===== src/rtl/bennett_alu_datapath.sv =====
// 16-bit ALU datapath with an integrated WIDTH-phase Bennett clock sequencer.
// Phase rails ramp up one per step, peak at step WIDTH, then ramp down in reverse.
module bennett_alu_datapath #(
  parameter int WIDTH = 13
) (
  input  logic             clk,
  input  logic             reset,
  output logic             instFlag,
  output logic [WIDTH-1:0] clkp,
  output logic [WIDTH-1:0] clkn,
  input  logic [15:0]      a,
  input  logic [15:0]      b,
  input  logic [15:0]      PC_in,
  input  logic [15:0]      instr_in,
  input  logic             A_mux,
  input  logic             B_mux1,
  input  logic             B_mux0,
  input  logic             ALU_Control1,
  input  logic             ALU_Control0,
  input  logic             SUB,
  input  logic             STL,
  input  logic             Adder_Cin,
  input  logic             mux3_1,
  input  logic             mux3_0,
  input  logic             ALU_O_Fclkpos,
  input  logic             A_Fclkpos,
  output logic [15:0]      alu_out,
  output logic [15:0]      out,
  output logic [15:0]      SRAM_in,
  output logic             out_Zero_Detect,
  output logic             ALU_OUT_Fclkneg,
  output logic             A_Fclkneg_out
);

  localparam int PERIOD = 2 * WIDTH;
  localparam int SW     = $clog2(PERIOD);

  logic [SW-1:0]    step;
  logic [WIDTH-1:0] rails_next;

  // Rail i is high while the ramp has passed it going up, or not yet reached it going down.
  always_comb begin
    // NOTE: default every always_comb output first so no path leaves it unassigned (latch).
    rails_next = '0;
    for (int i = 0; i < WIDTH; i++) begin
      if (int'(step) <= WIDTH) rails_next[i] = (i < int'(step));
      else                     rails_next[i] = (i < PERIOD - int'(step));
    end
  end

  // Outputs are registered from the current step, so they show step s one cycle after the counter holds s.
  always_ff @(posedge clk) begin
    // NOTE: sequential state uses non-blocking assignments so every register samples pre-edge values.
    if (reset) begin
      step     <= '0;
      clkp     <= '0;
      instFlag <= 1'b0;
    end else begin
      if (step == SW'(PERIOD - 1)) step <= '0;
      else                         step <= step + 1'b1;
      clkp     <= rails_next;
      instFlag <= (step == '0);
    end
  end

  assign clkn = ~clkp;

  // Operand selection
  logic [15:0] op_a, op_b;
  logic [1:0]  b_sel, alu_sel, out_sel;

  assign b_sel   = {B_mux1, B_mux0};
  assign alu_sel = {ALU_Control1, ALU_Control0};
  assign out_sel = {mux3_1, mux3_0};
  assign op_a    = A_mux ? a : PC_in;

  always_comb begin
    op_b = 16'h0001;
    case (b_sel)
      2'b00: op_b = 16'h0001;
      2'b01: op_b = {{8{instr_in[7]}}, instr_in[7:0]};
      2'b10: op_b = {8'h00, instr_in[7:0]};
      2'b11: op_b = b;
      default: op_b = 16'h0001;
    endcase
  end

  // Main adder honours SUB/Cin; the compare path is always a true subtraction.
  logic [15:0] sum, diff, adder_path, result;
  logic        slt;

  assign sum  = op_a + (SUB ? ~op_b : op_b) + {15'b0, SUB | Adder_Cin};
  assign diff = op_a + ~op_b + 16'h0001;
  assign slt  = diff[15] ^ ((op_a[15] != op_b[15]) && (diff[15] != op_a[15]));
  assign adder_path = STL ? {15'b0, slt} : sum;

  always_comb begin
    result = '0;
    case (alu_sel)
      2'b00: result = op_a & op_b;
      2'b01: result = op_a | op_b;
      2'b10: result = adder_path;
      2'b11: result = op_a ^ op_b;
      default: result = '0;
    endcase
  end

  assign out_Zero_Detect = (result == 16'h0000);

  always_comb begin
    out = result;
    case (out_sel)
      2'b00: out = result;
      2'b01: out = PC_in;
      2'b10: out = instr_in;
      2'b11: out = alu_out;
      default: out = result;
    endcase
  end

  // Capture registers; reset wins over both strobes.
  always_ff @(posedge clk) begin
    if (reset) begin
      alu_out         <= '0;
      SRAM_in         <= '0;
      ALU_OUT_Fclkneg <= 1'b1;
      A_Fclkneg_out   <= 1'b1;
    end else begin
      if (ALU_O_Fclkpos) alu_out <= result;
      if (A_Fclkpos)     SRAM_in <= op_a;
      ALU_OUT_Fclkneg <= ~ALU_O_Fclkpos;
      A_Fclkneg_out   <= ~A_Fclkpos;
    end
  end

endmodule


===== config.mk =====
export PLATFORM = sky130hd
export DESIGN_NAME = bennett_alu_datapath
export DESIGN_NICKNAME = d
export VERILOG_FILES = /design/src/rtl/bennett_alu_datapath.sv
export SDC_FILE = /design/constraint.sdc
export NUM_CORES = 1
export LEC_CHECK = 0
export CORE_MARGIN = 8
export CORE_UTILIZATION = 53
export CTS_BUF_LIST = sky130_fd_sc_hd__clkbuf_4 sky130_fd_sc_hd__clkbuf_8
export DETAILED_ROUTE_END_ITERATION = 10
export HOLD_SLACK_MARGIN = 0.1
export PLACE_DENSITY = 0.89
export SETUP_SLACK_MARGIN = 0.05
export SYNTH_ARGS = -nofsm -noshare
export SYNTH_HDL_FRONTEND = slang
export SYNTH_SLANG_ARGS = --single-unit

===== constraint.sdc =====
create_clock -name clk -period 19 [get_ports clk]
set_input_delay 4.75 -clock clk [delete_from_list [all_inputs] [get_ports clk]]
set_output_delay 4.75 -clock clk [all_outputs]
set_load 0.01 [all_outputs]

## Word level (Yosys, flattened, before mapping)

Cells that the tools add are included.
Widths: inputs -> output; s select.

- Input port bits: 78
- Bits in registers: 53

- Reductions and logical operators: 7
- Bitwise operators: 9
- Equality and inequality tests: 12
- Add/sub/neg operators: 6
- $lt $le $gt $ge: 27
- Mux-type cells: 19

Operators by type and width:

| operator | count |
|---|---|
| $pmux 16 s4 | 3 |
| $mux 16 | 3 |
| $add 16x16->16 | 2 |
| $lt 5x6->1 const A | 5 |
| $lt 4x5->1 const A | 5 |
| $lt 4x6->1 const A | 4 |
| $lt 3x5->1 const A | 4 |
| $add 16x1->16 | 1 |
| $add 16x1->16 const B | 1 |
| $and 16x16->16 | 1 |
| $logic_not 16->1 | 1 |
| $not 16->16 | 1 |
| $or 16x16->16 | 1 |
| $xor 16x16->16 | 1 |
| $mux 1 | 13 |
| $not 13->13 | 1 |
| $eq 2x2->1 const B | 6 |
| $lt 3x6->1 const A | 2 |
| $lt 1x5->1 const A | 2 |
| $lt 2x5->1 const A | 2 |
| $eq 2x1->1 const B | 3 |
| $logic_not 2->1 | 3 |
| $lt 1x6->1 const A | 1 |
| $lt 2x6->1 const A | 1 |
| 11 further kinds | 13 |

## Depth between registers and ports, before layout

- Depth in word-level cells: 11
- Mapped depth: 22
- Mapped depth without buffers: 20

## Worst setup path before layout

OpenSTA, ideal clock, no wires.

- Kind: input -> output
- Start point: input A_mux
- End point: output out_Zero_Detect
- Path slack: 5.673 ns
- Stages on the path: 21
- Arrival time: 8.577 ns
- Path buffers: 2
- Cell sequence: buf_2 buf_1 mux2i_1 inv_1 ha_1 o21bai_1 a21oi_1 o21bai_1 a221o_1 a21oi_1 o41a_1 o21ai_0 a221o_1 fa_1 nand2_1 o211ai_1 a22oi_1 or4_1 nor3_1 and4b_1 and4b_1

- Word-level cells in the longest chain between the ends: 9
- Elaborated cells on any way between the ends: 15
- Those cells by class: add/sub: 4; eq/ne: 2; mux: 3; bitwise: 4; reduce/logical: 2

RTL lines:

| item | line | source |
|---|---|---|
| from (decl) | 15 | `input logic A_mux,` |
| $mux 16 (*) | 75 | `assign op_a = A_mux ? a : PC_in;` |
| named net op_a[1] | 69 | `logic [15:0] op_a, op_b;` |
| $add 16x16->16 | 93 | `assign diff = op_a + ~op_b + 16'h0001;` |
| $add 16x1->16 | 93 |  |
| $ne 1x1->1 | 94 | `assign slt = diff[15] ^ ((op_a[15] != op_b[15]) && (diff[15] != op_a[15]));` |
| $logic_and 1x1->1 | 94 |  |
| $xor 1x1->1 | 94 |  |
| $mux 16 | 95 | `assign adder_path = STL ? {15'b0, slt} : sum;` |
| $pmux 16 s4 (*) | 99 | `case (alu_sel)` |
| $logic_not 16->1 (*) | 108 | `assign out_Zero_Detect = (result == 16'h0000);` |
| to (decl) | 30 | `output logic out_Zero_Detect,` |

The timed path passes the listed nets; every way through them passes the cells marked *.

## Final worst setup path

- Start point: input B_mux0
- End point: output out_Zero_Detect

- Word-level cells in the longest chain between the ends: 11
- Elaborated cells on any way between the ends: 21
- Those cells by class: add/sub: 4; eq/ne: 5; mux: 4; bitwise: 5; reduce/logical: 3

RTL lines:

| item | line | source |
|---|---|---|
| from (decl) | 17 | `input logic B_mux0,` |
| $eq 2x2->1 (tied with other cells) | 79 | `case (b_sel)` |
| $pmux 16 s4 (*) | 79 |  |
| $not 16->16 | 92, 93 |  |
| $add 16x16->16 | 93 |  |
| $add 16x1->16 | 93 |  |
| $ne 1x1->1 | 94 |  |
| $logic_and 1x1->1 | 94 |  |
| $xor 1x1->1 | 94 |  |
| $mux 16 | 95 |  |
| $pmux 16 s4 (*) | 99 |  |
| $logic_not 16->1 (*) | 108 |  |

Mark *: on every way between the ends. The rest lies on a longest branch, timed or not.

==> results.rst <==
.. list-table::
   :header-rows: 1

   * - Metric
     - Value
   * - Final-report hold violation count
     - 0
   * - Number of setup buffers added after CTS
     - 0
   * - Max IR drop VDD
     - 33.24 uV
   * - Final Net Count
     - 922
   * - H-tree level count
     - 2
   * - Result of the run
     - complete, no violations
   * - Final period util
     - 0.7955
   * - Clock tree from TritonCTS
     - built
   * - Area enclosed by the die boundary
     - 0.01318 sq mm
   * - Number of sinks on the clock net
     - 53
   * - Average via count per standard cell
     - 5.991
   * - Fmax
     - 0.06616 GHz
   * - Share of flip-flops with an asynchronous set or reset after synthesis
     - 0
   * - Layout Skew
     - 0.002771 ns
   * - Sequential fraction of the synthesis area
     - 0.2050
   * - Crit-path max FO
     - 18
   * - Post-DR wirelength/cell
     - 19.65 um
   * - Antenna diodes
     - 0
   * - Vias after detailed routing
     - 5452
   * - Commonest cells after routing, fill and taps aside
     - clkdlybuf4s50_1 (155), nor2_1 (89), ha_1 (65)
   * - Number of buffers inserted for hold repair after clock tree synthesis
     - 0
   * - Netlist cell types
     - 57
   * - Clock edge transition at the registers on the reported setup and hold paths
     - 0.09 ns
   * - Final period demand of the worst path
     - ~15 ns
   * - Area of the core region
     - approximately 0.0096 sq mm
   * - Layout cell share with drive strength beyond 1
     - 0.05792
   * - Violation count after the first detailed-routing iteration
     - 461
   * - Worst Path Class, Setup
     - primary input to output port
   * - Internal Pwr Total
     - 254.6 uW
   * - Worst slew margin relative to its limit
     - 0.1806
   * - Vias in the first global route
     - between 5000 and 6000
   * - Actual transition at the worst max-transition pin
     - 1.225 ns
   * - Max clock buf depth
     - 2
   * - Total length of routed wires
     - 17.88 mm
   * - Antenna violations before repair
     - 0
   * - Antenna-violating nets left
     - 0
   * - Most common cell after layout, fill and taps aside
     - clkdlybuf4s50_1
   * - Layout fillers
     - between 800 and 900
   * - Number of search-and-repair iterations in the first detailed-routing pass
     - 5
   * - Starting density of the core
     - 0.5369
   * - Warnings, synthesis
     - 0
   * - Pin count of the biggest net entering global routing
     - 50
   * - Clock tree root driver cell
     - clkbuf_8
   * - All-Layer GR Usage
     - 0.2624
   * - Capturing element type of the critical path
     - output port
   * - Number of enable flip-flop cells after synthesis
     - 0
   * - Leakage power figure
     - between 0.002 and 0.003 uW
   * - Number of slew-limit violations in the final report
     - 0
   * - Total power after layout
     - 401.9 uW
   * - Total negative slack
     - 0 ns
   * - Remaining DRCs
     - 0
   * - Global route total overflow
     - 0
   * - Dominant synthesized flop cell
     - dfxtp_1
   * - Worst min-delay path category
     - flip-flop to flip-flop
   * - Wire length of the first global-routing pass
     - 27.71 mm
   * - Final setup violation count
     - 0
   * - Sw power
     - ~150 uW
   * - Category of the worst setup path launch point
     - primary input
   * - Average instance area after synthesis
     - roughly 8 sq um
   * - Net switching fraction of the power
     - 0.3664
   * - Horizontal die dimension
     - 114.8 um
   * - Syn Std Cell Area
     - 0.005175 sq mm
   * - Synthesis-stage register bit count
     - 53
   * - Sum of net half-perimeters after detailed placement
     - 14.44 mm
   * - Placement row count
     - 36
   * - Power share of the combinational group
     - 0.491
   * - Pre-CTS setup slack
     - 3.927 ns
   * - Maxcap violations
     - 0
   * - Post-synth net total
     - 794
   * - Required time of the critical path
     - ~14 ns
   * - Final worst slack
     - 3.885 ns
   * - Unrepaired setup endpoints after global routing
     - no
   * - Arr. time, crit path
     - between 10 and 15 ns
   * - Insertion delay to the later sink of the worst-skew pair
     - around 0.31 ns
   * - Global placer's final weighted congestion
     - 1.001
   * - Number of ports placed on the die boundary
     - between 150 and 200
   * - Number of CTS-inserted buffers
     - 5
   * - Input/output buffers
     - 155
   * - Chip Height
     - 114.8 um
   * - Synthesis-to-layout area growth
     - 33.24%
   * - Part of the power in registers
     - 0.310
   * - Post_cts resized
     - 0
   * - Clk network pwr share
     - 0.198
   * - Areal power density over the cells
     - between 50 and 60 mW/mm^2
   * - Gate count after technology mapping
     - 648
==> synthesized netlist by cell type (all sizes together), types with 3 or more instances <==
cell type,instances,share of area
nor3,22,0.022
nand2,51,0.037
xor2,15,0.025
ha,65,0.16
o21bai,3,0.0044
a31oi,6,0.010
mux4,16,0.070
a21oi,41,0.040
a221oi,5,0.0085
fa,3,0.012
a222oi,3,0.0058
o21a,3,0.0044
nand3,8,0.0077
a211oi,28,0.043
nor3b,5,0.0073
dfxtp,53,0.21
a221o,4,0.0077
o21ai,26,0.027
mux2i,27,0.053
o211ai,3,0.0044
nor2,89,0.065
xnor2,14,0.024
clkbuf,29,0.021
mux2,7,0.015
o22ai,5,0.0060
inv,65,0.048
a22oi,8,0.012
a22o,9,0.015
nand2b,4,0.0048
buf,9,0.0075
==> worst max-delay path, cell delays in order <==
cell and delay (ns):
clkdlybuf4s50_1 0.93, nor2b_1 0.53, a22o_1 0.29, inv_1 0.08
ha_1 0.29, o21bai_1 0.18, a21oi_1 0.10, o21bai_1 0.12
a221o_1 0.17, a21oi_1 0.07, o41a_1 0.31, o21ai_0 0.19
a221o_1 0.19, fa_1 0.16, nand2_1 0.05, o211ai_1 0.11
a22oi_1 0.15, or4_1 0.56, nor3_1 0.17, and4b_1 0.23
and4b_1 0.19, clkdlybuf4s50_1 0.56
==> layer usage <==
layer,part of all wire,vias to the layer above,routed length (um),global-route usage
met5,0,-,0,0
met4,0.033,0,590,0.1033
met3,0.077,53,1382,0.03782
met2,0.50,303,8913,0.4661
met1,0.39,2570,6994,0.3117
li1,-,2526,-,-
==> path summary, 6_finish.rpt <==
kind                                  from               to  slack, ns  cells after the start
worst max-delay path                B_mux0  out_Zero_Detect       3.88                     22
worst min-delay path            SRAM_in[5]       SRAM_in[5]       0.49                      2
worst max register to register     step[2]         clkp[12]      16.81                      5
worst min register to register  SRAM_in[5]       SRAM_in[5]       0.49                      2
==> logic make-up after synthesis <==
family                   share of synthesized area
XOR/XNOR                                   0.04908
AND/OR/NAND/NOR                             0.1630
buffers and inverters                      0.07689
AO/OA/AOI/OAI                               0.1995
multiplexers                                0.1378
adder cells (fa/ha/maj)                     0.1688
flip-flops                                  0.2050
==> final cells by class <==
type	instances	area [sq um]	area share
Clock buffer	7	90.09	0.01306
Tap cell	133	166.4	0.02413
Multi-Input combinational cell	491	3716	0.5389
Inverter	66	250.2	0.03629
Timing Repair Buffer	159	1582	0.2294
Sequential cell	53	1061	0.1539
Clock inverter	1	30.03	0.004355
==> through the flow <==
step	cell area (sq um)	util	hold slack, ns	cells
after global placement	6775	0.7029	0.4714	902
after global routing	6895	0.7153	0.5072	910
final	6895	0.7153	0.4863	910
after detailed placement	6775	0.7029	0.4803	902
after CTS	6895	0.7153	0.4925	910
after floorplan	5175	-	0.4677	648
==> state kept, by name, summed over array words and instances, names as in the netlist <==
register	flops
SRAM_in	16
alu_out	16
step	5
instFlag	1
ALU_OUT_Fclkneg	1
A_Fclkneg_out	1
clkp	13
==> power by group through the flow <==
| stage | combinational, uW | clock, uW | sequential [uW] |
|---|---|---|---|
| 6_report | 197 | 79.8 | 125 |
| 5_1_grt | 214 | 85.0 | 125 |
| 4_1_cts | 195 | 79.7 | 124 |
| 3_5_place_dp | 195 | 0 | 127 |
| 3_3_place_gp | 188 | 0 | 127 |
| 2_1_floorplan | 118 | 0 | 128 |
Power figures use the tool's default switching activity.
